`src/rtl/reset_sequencer.sv`:
```
// Multi-source reset controller: debounced external sources, software request and
// power-on reset feed a staged release of NUM_OUT active-high reset outputs.
module reset_sequencer #(
  parameter int unsigned NUM_SRC          = 2,
  parameter int unsigned NUM_OUT          = 3,
  parameter int unsigned POWER_ON_CYCLES  = 100,
  parameter int unsigned DEBOUNCE_CYCLES  = 10,
  parameter int unsigned RESET_MIN_CYCLES = 50,
  parameter int unsigned STAGE_DELAY      = 16,
  parameter int unsigned CNT_W            = 16
) (
  input  logic               clk,
  input  logic               rst_n,
  input  logic [NUM_SRC-1:0] src_n,
  input  logic [NUM_SRC-1:0] src_mask,
  input  logic               sw_reset,
  input  logic               cause_clr,
  output logic [NUM_OUT-1:0] rst_out,
  output logic               busy,
  output logic [NUM_SRC+1:0] cause
);

  typedef enum logic [1:0] {
    ST_ASSERT,
    ST_WAIT_REL,
    ST_SEQ,
    ST_RUN
  } state_e;

  localparam logic [CNT_W-1:0] POR_LAST   = CNT_W'(POWER_ON_CYCLES - 1);
  localparam logic [CNT_W-1:0] MIN_LAST   = CNT_W'(RESET_MIN_CYCLES - 1);
  localparam logic [CNT_W-1:0] DEB_LAST   = CNT_W'(DEBOUNCE_CYCLES - 1);
  localparam logic [CNT_W-1:0] STAGE_LAST = CNT_W'(STAGE_DELAY - 1);
  localparam logic [CNT_W-1:0] STAGE_END  = CNT_W'(NUM_OUT - 1);

  logic [NUM_SRC-1:0] sync1_q, sync2_q;
  logic [NUM_SRC-1:0] deb_q, deb_d;
  logic [CNT_W-1:0]   deb_cnt_q [NUM_SRC];
  logic [CNT_W-1:0]   deb_cnt_d [NUM_SRC];

  state_e             state_q, state_d;
  logic [CNT_W-1:0]   cnt_q, cnt_d;
  logic [CNT_W-1:0]   stage_q, stage_d;
  logic               por_q, por_d;
  logic [NUM_OUT-1:0] rst_out_q, rst_out_d;
  logic               busy_q, busy_d;
  logic [NUM_SRC+1:0] cause_q, cause_d;

  logic [NUM_SRC-1:0] req_vec;
  logic               req;
  logic               trig;
  logic [CNT_W-1:0]   hold_last;
  logic [CNT_W-1:0]   stage_nxt;

  // Debounce: deb_q rises once the synchronized input has been low DEBOUNCE_CYCLES cycles.
  always_comb begin
    for (int unsigned i = 0; i < NUM_SRC; i++) begin
      deb_cnt_d[i] = deb_cnt_q[i];
      deb_d[i]     = 1'b0;
      if (sync2_q[i]) begin
        deb_cnt_d[i] = '0;
      end else begin
        if (deb_cnt_q[i] != DEB_LAST) deb_cnt_d[i] = deb_cnt_q[i] + 1'b1;
        deb_d[i] = (deb_cnt_q[i] == DEB_LAST);
      end
    end
  end

  always_comb begin
    req_vec = deb_q & src_mask;
    req     = |req_vec;
    trig    = req | sw_reset;
  end

  always_ff @(posedge clk or negedge rst_n) begin
    if (!rst_n) begin
      sync1_q <= '1;
      sync2_q <= '1;
      deb_q   <= '0;
      for (int unsigned i = 0; i < NUM_SRC; i++) deb_cnt_q[i] <= '0;
    end else begin
      sync1_q <= src_n;
      sync2_q <= sync1_q;
      deb_q   <= deb_d;
      for (int unsigned i = 0; i < NUM_SRC; i++) deb_cnt_q[i] <= deb_cnt_d[i];
    end
  end

  // State register (registered outputs live alongside so no input reaches an output combinationally).
  always_ff @(posedge clk or negedge rst_n) begin
    if (!rst_n) begin
      state_q   <= ST_ASSERT;
      cnt_q     <= '0;
      stage_q   <= '0;
      por_q     <= 1'b1;
      rst_out_q <= '1;
      busy_q    <= 1'b1;
      cause_q   <= (NUM_SRC + 2)'(1);
    end else begin
      state_q   <= state_d;
      cnt_q     <= cnt_d;
      stage_q   <= stage_d;
      por_q     <= por_d;
      rst_out_q <= rst_out_d;
      busy_q    <= busy_d;
      cause_q   <= cause_d;
    end
  end

  // Next-state logic.
  always_comb begin
    state_d   = state_q;
    cnt_d     = cnt_q;
    stage_d   = stage_q;
    por_d     = por_q;
    hold_last = por_q ? POR_LAST : MIN_LAST;
    stage_nxt = stage_q + 1'b1;
    case (state_q)
      ST_ASSERT: begin
        if (cnt_q == hold_last) begin
          cnt_d   = '0;
          por_d   = 1'b0;
          state_d = ST_WAIT_REL;
        end else begin
          cnt_d = cnt_q + 1'b1;
        end
      end
      ST_WAIT_REL: begin
        if (!req) begin
          cnt_d   = '0;
          stage_d = '0;
          state_d = (NUM_OUT == 1) ? ST_RUN : ST_SEQ;
        end
      end
      ST_SEQ: begin
        if (trig) begin
          cnt_d   = '0;
          state_d = ST_ASSERT;
        end else if (cnt_q == STAGE_LAST) begin
          cnt_d   = '0;
          stage_d = stage_nxt;
          if (stage_nxt == STAGE_END) state_d = ST_RUN;
        end else begin
          cnt_d = cnt_q + 1'b1;
        end
      end
      ST_RUN: begin
        if (trig) begin
          cnt_d   = '0;
          state_d = ST_ASSERT;
        end
      end
      default: begin
        cnt_d   = '0;
        state_d = ST_ASSERT;
      end
    endcase
  end

  // Outputs derived from the next state: in SEQ, stage k means bits 0..k are released.
  always_comb begin
    rst_out_d = '1;
    for (int unsigned j = 0; j < NUM_OUT; j++) begin
      case (state_d)
        ST_SEQ:  rst_out_d[j] = (CNT_W'(j) > stage_d);
        ST_RUN:  rst_out_d[j] = 1'b0;
        default: rst_out_d[j] = 1'b1;
      endcase
    end
    busy_d  = |rst_out_d;
    cause_d = (cause_clr ? '0 : cause_q) | {req_vec, sw_reset, 1'b0};
  end

  assign rst_out = rst_out_q;
  assign busy    = busy_q;
  assign cause   = cause_q;

endmodule

```
`config.mk`:
```
export PLATFORM = sky130hd
export DESIGN_NAME = reset_sequencer
export DESIGN_NICKNAME = d
export VERILOG_FILES = /design/src/rtl/reset_sequencer.sv
export SDC_FILE = /design/constraint.sdc
export NUM_CORES = 1
export LEC_CHECK = 0
export ABC_AREA = 0
export BUFFER_PORTS_ARGS = -buffer_cell sky130_fd_sc_hd__buf_2
export CAP_MARGIN = 20
export CORE_AREA = 2 2 119 121
export CTS_CLUSTER_SIZE = 40
export DETAILED_ROUTE_END_ITERATION = 7
export DIE_AREA = 0 0 121 123
export GPL_ROUTABILITY_DRIVEN = 0
export HOLD_SLACK_MARGIN = 0.03
export PLACE_DENSITY_LB_ADDON = 0.25
export SLEW_MARGIN = 20
export SYNTH_ARGS = -nofsm -noshare
export SYNTH_HDL_FRONTEND = slang
export SYNTH_SLANG_ARGS = --single-unit
export TNS_END_PERCENT = 20
```
`constraint.sdc`:
```
create_clock -name clk -period 3.95 [get_ports clk]
set_clock_uncertainty 0.1 [all_clocks]
set_input_delay 0.79 -clock clk [delete_from_list [all_inputs] [get_ports clk]]
set_output_delay 0.79 -clock clk [all_outputs]
set_load 0.005 [all_outputs]
```
==> reports/results.ini <==
[status]
status=completed

[timing]
period_share_pct=76.4
fin_hold_ws_ns=0.256
setup_viol=0
rsz0062_at_grt=no
relSlewSlack_pct=50.6
worstMarginPinSlew_ns=0.741
final.min_clock_period_ns=3.02
setup_slack_ns=0.930
fmax_ghz=0.331
slew_violations=0
hold_viol=0
finalSetupTns_ns=0

[cts]
cts_setup_buffers=0
cts.reportedPaths.clkPinSlew_ns=0.07
clock_latency_ns=0.34
cts_inserted_buffers=9
htree_num_levels=3
ctsResizeCount=0
cts_buffer_depth=2
cts-root-buf=clkbuf_16
cts_tree=built
cts_num_sinks=81
cts_hold_buffers=0

[floorplan]
initial_core_util_pct=34.2
die_h_um=123
placeableCoreArea_um2=13600
num_rows=43
io_pins=16
die_w_um=121
dieArea_um2=14900

[pwr]
powerDensity_nw_per_um2=423
combPwrFrac_pct=16.1
swShare_pct=28.9
p_seq_share_pct=43.0
p_leak_nw=2.13
power.total_mw=2.20
internal-power_mw=1.56
power_switching_mw=0.635
ir_drop_mv=0.294
clockPowerShare_pct=40.9

[cells_and_area]
stdcell_count=698
final_nets=533
multi_input_area_um2=2450
syn_to_final_growth_pct=11.5
diodes=0
stdcell_area_um2=5190
register_area_um2=2040
n_fill_cell=1366
utilization_pct=38.1
drive_gt1_share_pct=11.8

[critical_path]
worstPathMaxFanout=10
rr_startpoint=stage_q[0]
crit_arrival_ns=3.16
crit_slowest_cell=dfrtp_1
critPathRequiredTime_ns=4.09
reg2reg_slack_ns=0.93
worst_setup_path_start_kind=flop
max_stage_delay_ns=0.50
critical_path_buf_inv_count=0
cp_top_family=simple AND/OR/NAND/NOR gates
path_cells=ha_1 -> nand2_1 -> or4_1 -> o311ai_1 -> nand2_1 -> a2111oi_2 -> nand4b_1 -> o41ai_2
startpoint=stage_q[0]
critPathMostFrequentCell=nand2_1
end_kind=flop
path_class=flop to flop

[run]
drv.max_cap_violation_count=0

[logic_synthesis]
synthTopCellsByArea=dfrtp_1 (38%), dfstp_2 (5.6%), nor2_1 (4.6%)
synth_flop_cell=dfrtp_1
synthArstFlopShare_pct=100
ys.warnings.count=0
synth.top_cell.area_share_pct=38.2
synth_area_um2=4650
ys_ff_latch=81
syn_inst=508
syn_avg_cell_area_um2=9.16
synth_edf_count=0
yosysUniqueCellTypes=68
yosysSeqAreaShare_pct=43.8
yosys.area.top_type=dfrtp_1
syn_nets=528

[placed_design]
place.detailed.hpwl_um=7100
place_ws_ns=0.664
port_buffers=15
placed_area_um2=4860
placedCellCount=682

[detailed_routing]
drt-pass1-iter-count=5
detail-route-antenna-nets=0
via_count=3788
drc_errors=0
routed_wl_um=10200
wl_per_cell_um=14.6
drt_iter0_markers=186
vias_per_cell=5.43

[grt]
antenna_found_initial=0
grt_pass1_vias=3780
grt_usage_pct=14.8
grt_remaining_overflow=0
grt_pass1_wl_um=18000
grt_max_degree=82

[hold_path]
hp-start=sync1_q[1]
min_path_type=flop to flop

==> worst register-to-register path: stages (launching register included) <==
cell and delay (ns):
dfrtp_1 0.50, ha_1 0.44, nand2_1 0.19, or4_1 0.46, o311ai_1 0.25, nand2_1 0.14, a2111oi_2 0.24, nand4b_1 0.23
o41ai_2 0.37
==> flip-flops by register name, indices dropped and copies added (netlist names) <==
register	cells
busy	1
cause	4
cnt_q	16
deb_cnt_q	32
deb_q	2
por_q	1
rst_out	3
stage_q	16
state_q	2
sync1_q	2
sync2_q	2
==> layer usage <==
layer  global-route usage [%]  vias to the layer above  share of wire (%)
met5                        0                        -                  0
met1                     19.7                     1840                 47
met4                     6.03                        0                1.4
li1                         -                     1842                  -
met2                     23.5                       97                 47
met3                     3.09                        9                4.8
==> placed cells by master (no fill, tap or decap), drive strengths merged, types with 3 or more instances in the layout <==
cell and instances:
dfrtp 71, nor2 57, nand2 53, o21ai 42, nand3 29, xor2 23
and3 18, buf 17, inv 16, a21oi 15, nand4 13, ha 12
nor4 12, o31ai 10, xnor2 10, dfstp 10, nor3 10, clkbuf 10
or3 8, a22o 6, and4 6, o211ai 5, a211oi 4, and2 4
nand3b 4, nor2b 3, nand2b 3, a31o 3, clkinvlp 3, or2 3
o311ai 3, a211o 3
==> power groups by stage <==
stage                     logic, mW  registers (mW)  clock network, mW
final                         0.353           0.944              0.898
after global routing          0.399           0.954              0.956
after CTS                     0.359           0.944              0.922
after detailed placement      0.357           0.959                  0
after global placement        0.349           0.959                  0
after floorplan               0.277           0.932                  0
==> cell families (layout without fill, tap and decap cells) <==
family | count (synthesis) | count (layout) | synth area share [%]
adder cells (fa/ha/maj) | 12 | 12 | 3.23
XOR/XNOR | 33 | 33 | 6.21
buffers and inverters | 38 | 48 | 3.52
flip-flops | 81 | 81 | 43.8
AO/OA/AOI/OAI | 110 | 110 | 16.4
AND/OR/NAND/NOR | 232 | 232 | 26.4
multiplexers | 2 | 2 | 0.457
==> cell type report <==
class	count	share of cell area (%)
timing repair buffer	17	1.86
clock buffer	10	4.41
tap	180	4.34
inverter	15	1.09
multi-input combinational	389	47.2
sequential	81	39.3
clock inverter	6	1.76
==> worst paths after layout <==
| path | endpoint | cells after the start |
|---|---|---|
| max | rst_out[1] | 8 |
| min in group asynchronous | stage_q[8] | 1 |
| min | sync2_q[1] | 0 |
| min reg2reg | sync2_q[1] | 0 |
| max reg2reg | rst_out[1] | 8 |
| max in group asynchronous | stage_q[5] | 1 |
==> synthesized netlist by cell type (4+ instances only) <==
library cell,count
a211oi_1,4
nand4_1,11
a22o_1,6
nor3_1,9
o21ai_1,14
nor2_1,57
dfstp_2,10
dfrtp_1,71
ha_1,12
xnor2_1,10
o21ai_0,28
nand2_1,53
a21oi_1,14
or3_1,8
inv_1,15
and2_1,4
nand3b_1,4
and3_1,17
o211ai_1,5
clkbuf_1,13
o31ai_1,10
and4_1,6
nand3_1,29
buf_2,8
nor4_1,10
xor2_1,23
(Power assumes the default switching activity.)
